## config.mk

```make
export PLATFORM = sky130hd
export DESIGN_NAME = shift_arbiter
export DESIGN_NICKNAME = d
export VERILOG_FILES = /design/src/rtl/shift_arbiter_pkg.sv /design/src/rtl/shift_arbiter_shift_core.sv /design/src/rtl/shift_arbiter.sv
export SDC_FILE = /design/constraint.sdc
export NUM_CORES = 1
export LEC_CHECK = 0
export ABC_AREA = 1
export CAP_MARGIN = 10
export CORE_MARGIN = 1
export CORE_UTILIZATION = 38
export CTS_CLUSTER_DIAMETER = 150
export DETAILED_ROUTE_END_ITERATION = 7
export PLACE_DENSITY = 0.7
export SLEW_MARGIN = 20
export SYNTH_ARGS = -nofsm -noshare
export SYNTH_HDL_FRONTEND = slang
export SYNTH_HIERARCHICAL = 1
export SYNTH_SLANG_ARGS = --single-unit
```

## constraint.sdc

```tcl
create_clock -name clock -period 4.24 [get_ports clock]
set_input_delay 0.424 -clock clock [delete_from_list [all_inputs] [get_ports clock]]
set_output_delay 0.424 -clock clock [all_outputs]
set_load 0.005 [all_outputs]
```

## src/rtl/shift_arbiter_pkg.sv

```systemverilog
// Shared definitions for the two-requester shift arbiter: requester IDs,
// datapath widths and the operand bundle routed to the shared shift core.
package shift_arbiter_pkg;

    localparam int DATA_W = 32;
    localparam int AMT_W  = 5;
    localparam int NUM_REQ = 2;

    localparam logic REQ_ALU = 1'b0;
    localparam logic REQ_MDV = 1'b1;

    typedef struct packed {
        logic [DATA_W-1:0] data;
        logic [AMT_W-1:0]  amt;
        logic              arith;
    } shift_op_t;

endpackage

```

## src/rtl/shift_arbiter_shift_core.sv

```systemverilog
// Purely combinational 32-bit right shifter; arith selects sign fill, else zero fill.
module shift_core
    import shift_arbiter_pkg::*;
(
    input  logic [DATA_W-1:0] data_i,
    input  logic [AMT_W-1:0]  amt_i,
    input  logic              arith_i,
    output logic [DATA_W-1:0] result_o
);

    localparam logic [DATA_W-1:0] ALL_ONES = '1;

    logic [DATA_W-1:0] fill_mask;
    logic [DATA_W-1:0] acc;

    assign fill_mask = {DATA_W{arith_i & data_i[DATA_W-1]}};

    // Log shifter: stage i shifts by 2**i and back-fills the vacated top bits.
    always_comb begin
        acc = data_i;
        for (int i = 0; i < AMT_W; i++) begin
            if (amt_i[i]) begin
                acc = (acc >> (1 << i)) | (fill_mask & ~(ALL_ONES >> (1 << i)));
            end
        end
    end

    assign result_o = acc;

endmodule

```

## src/rtl/shift_arbiter.sv

```systemverilog
// Two requesters (ALU, multdiv) share one shift core; round-robin arbitration
// with optional grant locking and a one-cycle registered response.
module shift_arbiter
    import shift_arbiter_pkg::*;
#(
    parameter bit RESET_PRIO = 1'b0
) (
    input  logic                 clock,
    input  logic                 reset,
    input  logic [NUM_REQ-1:0]   req_valid,
    output logic [NUM_REQ-1:0]   req_ready,
    input  logic [DATA_W-1:0]    req_data0,
    input  logic [DATA_W-1:0]    req_data1,
    input  logic [AMT_W-1:0]     req_amt0,
    input  logic [AMT_W-1:0]     req_amt1,
    input  logic [NUM_REQ-1:0]   req_arith,
    input  logic [NUM_REQ-1:0]   req_lock,
    output logic                 rsp_valid,
    output logic                 rsp_id,
    output logic [DATA_W-1:0]    rsp_data
);

    localparam logic [1:0] ST_IDLE    = 2'd0;
    localparam logic [1:0] ST_LOCKED0 = 2'd1;
    localparam logic [1:0] ST_LOCKED1 = 2'd2;

    logic [1:0]        state_q, state_d;
    logic              last_grant_q, last_grant_d;
    logic              rsp_valid_q;
    logic              rsp_id_q, rsp_id_d;
    logic [DATA_W-1:0] rsp_data_q, rsp_data_d;

    logic              xfer;
    logic              sel;
    shift_op_t         op;
    logic [DATA_W-1:0] shift_result;

    always_comb begin
        req_ready = '0;
        if (!reset) begin
            case (state_q)
                ST_IDLE: begin
                    if (req_valid == 2'b11) begin
                        req_ready = last_grant_q ? 2'b01 : 2'b10;
                    end else begin
                        req_ready = req_valid;
                    end
                end
                ST_LOCKED0: req_ready = {1'b0, req_valid[0]};
                ST_LOCKED1: req_ready = {req_valid[1], 1'b0};
                default:    req_ready = '0;
            endcase
        end
    end

    assign xfer = |req_ready;
    assign sel  = req_ready[1];

    assign op = sel ? '{data: req_data1, amt: req_amt1, arith: req_arith[1]}
                    : '{data: req_data0, amt: req_amt0, arith: req_arith[0]};

    shift_core u_core (
        .data_i   (op.data),
        .amt_i    (op.amt),
        .arith_i  (op.arith),
        .result_o (shift_result)
    );

    always_comb begin
        state_d      = state_q;
        last_grant_d = last_grant_q;
        rsp_id_d     = rsp_id_q;
        rsp_data_d   = rsp_data_q;
        if (xfer) begin
            last_grant_d = sel;
            rsp_id_d     = sel;
            rsp_data_d   = shift_result;
            if (req_lock[sel]) begin
                state_d = sel ? ST_LOCKED1 : ST_LOCKED0;
            end else begin
                state_d = ST_IDLE;
            end
        end else if ((state_q == ST_LOCKED0 && !req_valid[0]) ||
                     (state_q == ST_LOCKED1 && !req_valid[1])) begin
            // Lock owner dropped valid: the waiting requester competes next cycle.
            state_d = ST_IDLE;
        end
    end

    always_ff @(posedge clock) begin
        if (reset) begin
            state_q      <= ST_IDLE;
            last_grant_q <= ~RESET_PRIO;
            rsp_valid_q  <= 1'b0;
            rsp_id_q     <= 1'b0;
            rsp_data_q   <= '0;
        end else begin
            state_q      <= state_d;
            last_grant_q <= last_grant_d;
            rsp_valid_q  <= xfer;
            rsp_id_q     <= rsp_id_d;
            rsp_data_q   <= rsp_data_d;
        end
    end

    // A reset in the response cycle kills the pending pulse immediately.
    assign rsp_valid = rsp_valid_q & ~reset;
    assign rsp_id    = rsp_id_q;
    assign rsp_data  = rsp_data_q;

endmodule

```

==> flow_metrics.tcl, run 1 <==
set metrics [dict create \
    status "finished, final reports clean" \
    cp_max_fo 33 \
    syn_area_sq_um 3860 \
    finalCritPeriodShare 0.785 \
    synthDistinctLibCells 17 \
    r2r_start "state_q[0]" \
    vias_per_cell 5.23 \
    p_leak_nw 2.53 \
    powerDensity_nw_per_um2 293 \
    crit_family "simple AND/OR/NAND/NOR gates" \
    cts_sinks 37 \
    grt_pass1_wl_mm 22.1 \
    ys_seq_area_frac 0.192 \
    dpl-instance-area_sq_um 4990 \
    grt_pass1_vias 4412 \
    grt_use_total 0.269 \
    fin_nets 903 \
    r2r_end "rsp_data[18]" \
    rows 36 \
    crit_chain "clkdlybuf4s50_1 -> nand2_1 -> nor2_1 -> nand2_4 -> inv_2 -> nand2_1 -> nand2_1 -> buf_4 -> inv_2 -> nand2_1 -> nand3_1 -> nand3_1 -> nand3_1 -> nand3_1 -> nand2_1 -> a21oi_1 -> nor2_1" \
    ff2ff_setup_slack_ns 1.15 \
    cts_buffer_depth 2 \
    cp-start-kind "primary input" \
    tritoncts "done" \
    grt_max_degree 69 \
    cpMostUsedCell "nand2_1" \
    end_kind "register" \
    cpMaxStageDelayCell "clkdlybuf4s50_1" \
    die_w_microns 103 \
    place.gp.congestion 0.933 \
    ant_nets 0 \
    syn_nets 825 \
    finalSetupTns_ns 0 \
    critPathLaunch "req_valid[1]" \
    final_common_cell "nand2_1" \
    reg2regPathDepth 17 \
    critical_path_class "primary input to register" \
    numCtsBuffers 5 \
    cp_num_buf_inv 4 \
    wl_per_cell_microns 14.5 \
    cts_hold_buf 0 \
    yosysTopAreaCell "nand3_1" \
    antenna_found_initial 1 \
    crit_cells 17 \
    ff_latch_area_sq_um 741 \
    synth_top_cell_area_share 0.318 \
    max-cap-violations 0 \
    worst_slew_pin_slew_ns 1.04 \
    required_ns 4.43 \
    period_needed_ns 3.33 \
    final_layout_size_suffix_gt1_frac 0.0414 \
    fin_ws_ns 0.913 \
    dp_hpwl_mm 10.3 \
    via_count 5001 \
    root_buffer "clkbuf_8" \
    setup_violations 0 \
    hold_viol 0 \
    hold_class "register to register" \
    htreeDepth 2 \
    final_cell_mix "nand2_1 (275), nand3_1 (245), clkdlybuf4s50_1 (117)" \
    vdd.ir_drop.worst_v 0.000171 \
    cts_setup_buffers 0 \
    ys_top_cells_by_area "nand3_1 (32%), nand2_1 (27%), dfxtp_1 (19%), inv_1 (4.2%), nor2_1 (4.1%)" \
    dieArea_sq_um 10600 \
    drtIter0Drc 387 \
    dr.pass1.iters 6 \
    synth-seq-cells 37 \
    dp_slack_ns 0.622 \
    start_util 0.393 \
    synthToLayoutAreaGrowth_pct 32.0 \
    num-fill-cells 1116 \
    critPathArrivalTime_ns 3.51 \
    grt_overflow 0 \
    dieHeight_microns 103 \
    ctsResizeCount 0 \
    syn_area_per_cell_sq_um 5.19 \
    clk_latency_ns 0.30 \
    drcViolationCount 0 \
    yosys_warnings 6 \
    io_pins 118 \
    slew_headroom 0.306 \
    core_region_area_sq_um 9820 \
    io_buffers 117 \
    clk_pin_slew_ns 0.08 \
    syn_inst 743 \
    multi_input_area_sq_um 2660 \
    crit_path_max_incr_delay_ns 0.48 \
    finalClockSkew_ns 0.0101 \
    drt_wl_total_mm 13.9 \
    fmax_mhz 301 \
    endpoint "rsp_data[18]" \
    design_area_sq_um 5090 \
    rsz0062_at_grt "false" \
    finalMaxSlewViolations 0 \
]
## cell families (layout without fill, tap and decap cells)
logic type / count (synthesis) / count (layout) / synth area share
buf+inv: 104 / 183 / 0.120
flops: 37 / 37 / 0.192
compound gates: 36 / 36 / 0.0542
other cells: 0 / 1 / 0
simple gates: 566 / 566 / 0.634
## worst reg2reg max path, stage by stage (launching register included)
cell and delay, ns:
dfxtp_1 0.33, inv_1 0.05, nand2_1 0.06, nor2_1 0.16, nand2_4 0.17, inv_2 0.35
nand2_1 0.09, nand2_1 0.07, buf_4 0.31, inv_2 0.33, nand2_1 0.17, nand3_1 0.17
nand3_1 0.16, nand3_1 0.16, nand3_1 0.13, nand2_1 0.07, a21oi_1 0.13, nor2_1 0.06
## cell usage after synthesis
cell / instances
o21ai_0: 1
a21oi_1: 27
buf_6: 2
nand3_2: 1
buf_4: 5
clkbuf_1: 10
nand2_1: 275
nand2_2: 3
inv_1: 43
nor2_1: 42
o211ai_1: 1
buf_2: 30
dfxtp_1: 37
a21oi_2: 7
inv_2: 5
buf_1: 9
nand3_1: 245
## registers in the layout (all words and copies together), names as in the netlist
name / count
rsp_id: 1
state_q: 2
last_grant_q: 1
rsp_data: 32
rsp_valid_q: 1
## layer usage
metal | share of wire | wire (microns) | GRT usage | up-vias
met4 | 0.018 | 244 | 0.0585 | 0
met3 | 0.079 | 1090 | 0.0515 | 20
met2 | 0.43 | 5970 | 0.408 | 197
met1 | 0.47 | 6540 | 0.391 | 2209
li1 | - | - | - | 2575
met5 | 0 | 0 | 0 | -
## metrics by stage
step	total power, mW	cells	hold slack [ns]	utilization
final	1.49	956	0.488	0.518
after global placement	1.21	947	0.454	0.508
after floorplan	0.931	743	0.448	-
after CTS	1.49	955	0.498	0.518
after global routing	1.62	955	0.513	0.518
after detailed placement	1.22	947	0.480	0.508
## worst min path at each step
stage                       startpoint      endpoint  slack (ns)  depth (start not counted)
after detailed placement  last_grant_q  last_grant_q        0.48                          2
after CTS                       rsp_id        rsp_id        0.50                          2
after global placement          rsp_id        rsp_id        0.45                          2
after global routing            rsp_id        rsp_id        0.51                          2
after floorplan           last_grant_q  last_grant_q        0.45                          2
final                           rsp_id        rsp_id        0.49                          2
## power by group
| part | switching [mW] | total (mW) | internal (mW) |
|---|---|---|---|
| sequential | 0.0260 | 0.418 | 0.392 |
| clock | 0.144 | 0.276 | 0.132 |
| combinational | 0.469 | 0.798 | 0.329 |
| total | 0.639 | 1.49 | 0.854 |
## cell type report
| type | instances | share of cell area |
|---|---|---|
| tap | 133 | 0.0327 |
| timing repair buffer | 127 | 0.245 |
| sequential | 37 | 0.145 |
| inverter | 48 | 0.0354 |
| antenna | 1 | 0.000492 |
| clock buffer | 6 | 0.0162 |
| clock inverter | 2 | 0.00270 |
| multi-input combinational | 602 | 0.522 |
Power figures use the tool's default switching activity.
==> inputs of run 2 (changes only) <==
--- a/config.mk
+++ b/config.mk
@@ -11,7 +11,7 @@
 export CORE_UTILIZATION = 38
 export CTS_CLUSTER_DIAMETER = 150
 export DETAILED_ROUTE_END_ITERATION = 7
-export PLACE_DENSITY = 0.7
+export PLACE_DENSITY = 0.73
 export SLEW_MARGIN = 20
 export SYNTH_ARGS = -nofsm -noshare
 export SYNTH_HDL_FRONTEND = slang
==> constraint.sdc (replaced) <==
create_clock -name clock -period 3 [get_ports clock]
set_input_delay 0.3 -clock clock [delete_from_list [all_inputs] [get_ports clock]]
set_output_delay 0.3 -clock clock [all_outputs]
set_load 0.005 [all_outputs]
==> run 2 against run 1 <==
Sequential power grew 42%. Via count increased by 1.5%. Clock-buffer cell count unchanged. Critical path depth fell by 2. Sequential cell count is the same. Combinational power up 43%. Clock skew fell by 0.0024 ns. Sequential share of layout area down 0.23 points. Cell count increased by 0.73%. Wire length shrank 4.3%. Largest cell class unchanged.
==> flow_metrics.tcl, run 2 (synthesized netlist as in run 1, its figures left out) <==
set metrics [dict create \
    status "finished, final reports clean" \
    diodes 0 \
    crit_path_max_incr_delay_ns 0.50 \
    rows 36 \
    max-cap-violations 0 \
    dpl-instance-area_sq_um 5080 \
    ff_latch_area_sq_um 741 \
    final_core_util 0.527 \
    die_w_microns 103 \
    finalSetupTns_ns 0 \
    cp_num_buf_inv 3 \
    hold_viol 0 \
    antenna_found_initial 0 \
    cts_buffer_depth 2 \
    dr.pass1.iters 5 \
    ff2ff_setup_slack_ns 0.53 \
    numCtsBuffers 5 \
    final_layout_size_suffix_gt1_frac 0.0506 \
    reg2regPathDepth 15 \
    fin_ws_ns 0.392 \
    crit_family "simple AND/OR/NAND/NOR gates" \
    min_path_cells 2 \
    design_area_sq_um 5170 \
    period_needed_ns 2.61 \
    grt_overflow 0 \
    synthToLayoutAreaGrowth_pct 34.2 \
    vdd.ir_drop.worst_v 0.000236 \
    r2r_start "state_q[0]" \
    ctsResizeCount 0 \
    num-fill-cells 1092 \
    power.total_mw 2.11 \
    final_common_cell "nand2_1" \
    multi_input_area_sq_um 2660 \
    hold_class "register to register" \
    drtIter0Drc 345 \
    largest_reg_flops 32 \
    clk_pin_slew_ns 0.08 \
    grt_use_total 0.259 \
    worst_slew_pin_slew_ns 0.677 \
    fin_nets 911 \
    critPathArrivalTime_ns 2.80 \
    dp_slack_ns 0.0899 \
    drcViolationCount 0 \
    htreeDepth 2 \
    setup_violations 0 \
    final_cells 963 \
    tritoncts "done" \
    crit_cells 15 \
    whs_ns 0.487 \
    finalClockSkew_ns 0.00767 \
    dieHeight_microns 103 \
    required_ns 3.19 \
    cts_setup_buffers 0 \
    wl_per_cell_microns 13.8 \
    dieArea_sq_um 10600 \
    grt_pass1_wl_mm 21.5 \
    io_buffers 117 \
    ant_nets 0 \
    powerDensity_nw_per_um2 408 \
    place_inst 955 \
    crit_chain "clkdlybuf4s50_1 -> nand2_1 -> nor2_1 -> nand2_4 -> buf_4 -> nand2_1 -> nand2_1 -> inv_2 -> nand3_1 -> nand3_1 -> nand3_1 -> nand3_1 -> nand2_1 -> a21oi_1 -> nor2_1" \
    io_pins 118 \
    end_kind "register" \
    cts_sinks 37 \
    critical_path_class "primary input to register" \
    place.gp.congestion 0.957 \
    drt_wl_total_mm 13.3 \
    via_count 5076 \
    clk_latency_ns 0.29 \
    holdPathEnd "rsp_id" \
    vias_per_cell 5.27 \
    r2r_end "rsp_data[21]" \
    finalCritPeriodShare 0.869 \
    final_cell_mix "nand2_1 (275), nand3_1 (245), clkdlybuf4s50_1 (117)" \
    hp-start "rsp_id" \
    grt_pass1_vias 4487 \
    core_region_area_sq_um 9820 \
    cp-start-kind "primary input" \
    fmax_mhz 383 \
    cp_max_fo 32 \
    finalMaxSlewViolations 0 \
    slew_headroom 0.549 \
    grt_max_degree 69 \
    start_util 0.393 \
    root_buffer "clkbuf_8" \
    cpMaxStageDelayCell "clkdlybuf4s50_1" \
    p_leak_nw 2.57 \
    rsz0062_at_grt "false" \
    cts_hold_buf 0 \
    dp_hpwl_mm 10.1 \
]
run 2: cell type report:
type,instances,share of cell area
inverter,48,0.0348
clock buffer,6,0.0160
timing repair buffer,135,0.257
tap,133,0.0322
clock inverter,2,0.00266
sequential,37,0.143
multi-input combinational,602,0.514
run 2: worst max path at each step:
stage                  from           end  slack, ns
2_1_floorplan    state_q[0]  rsp_data[27]       0.94
3_3_place_gp   req_valid[1]  rsp_data[15]       0.15
3_5_place_dp   req_valid[1]  rsp_data[15]       0.09
4_1_cts        req_valid[1]  rsp_data[15]       0.40
5_1_grt        req_valid[1]  rsp_data[21]        0.1
6_report       req_valid[1]  rsp_data[21]       0.39
run 2: metal layers:
layer  global-route usage  up-vias  wire length, microns
met3               0.0380       25                   941
met2                0.409      210                  5830
met1                0.363     2259                  6160
met4               0.0748        0                   331
li1                     -     2582                     -
met5                    0        -                     0
run 2: report_power, final:
part / leakage, nW / switching, mW / total (mW) / internal [mW]
Clock: 0.0512 / 0.190 / 0.377 / 0.186
Combinational: 2.22 / 0.658 / 1.14 / 0.483
Sequential: 0.306 / 0.0374 / 0.592 / 0.555
Total: 2.57 / 0.886 / 2.11 / 1.22
run 2: worst reg2reg max path, delay by kind of cell, from the launching register on:
family / cells / cell delay [ns]
AOI/OAI and AO/OA: 1 / 0.17
DFF: 1 / 0.33
and+or+nand+nor: 11 / 1.19
buffers and inverters: 3 / 0.67
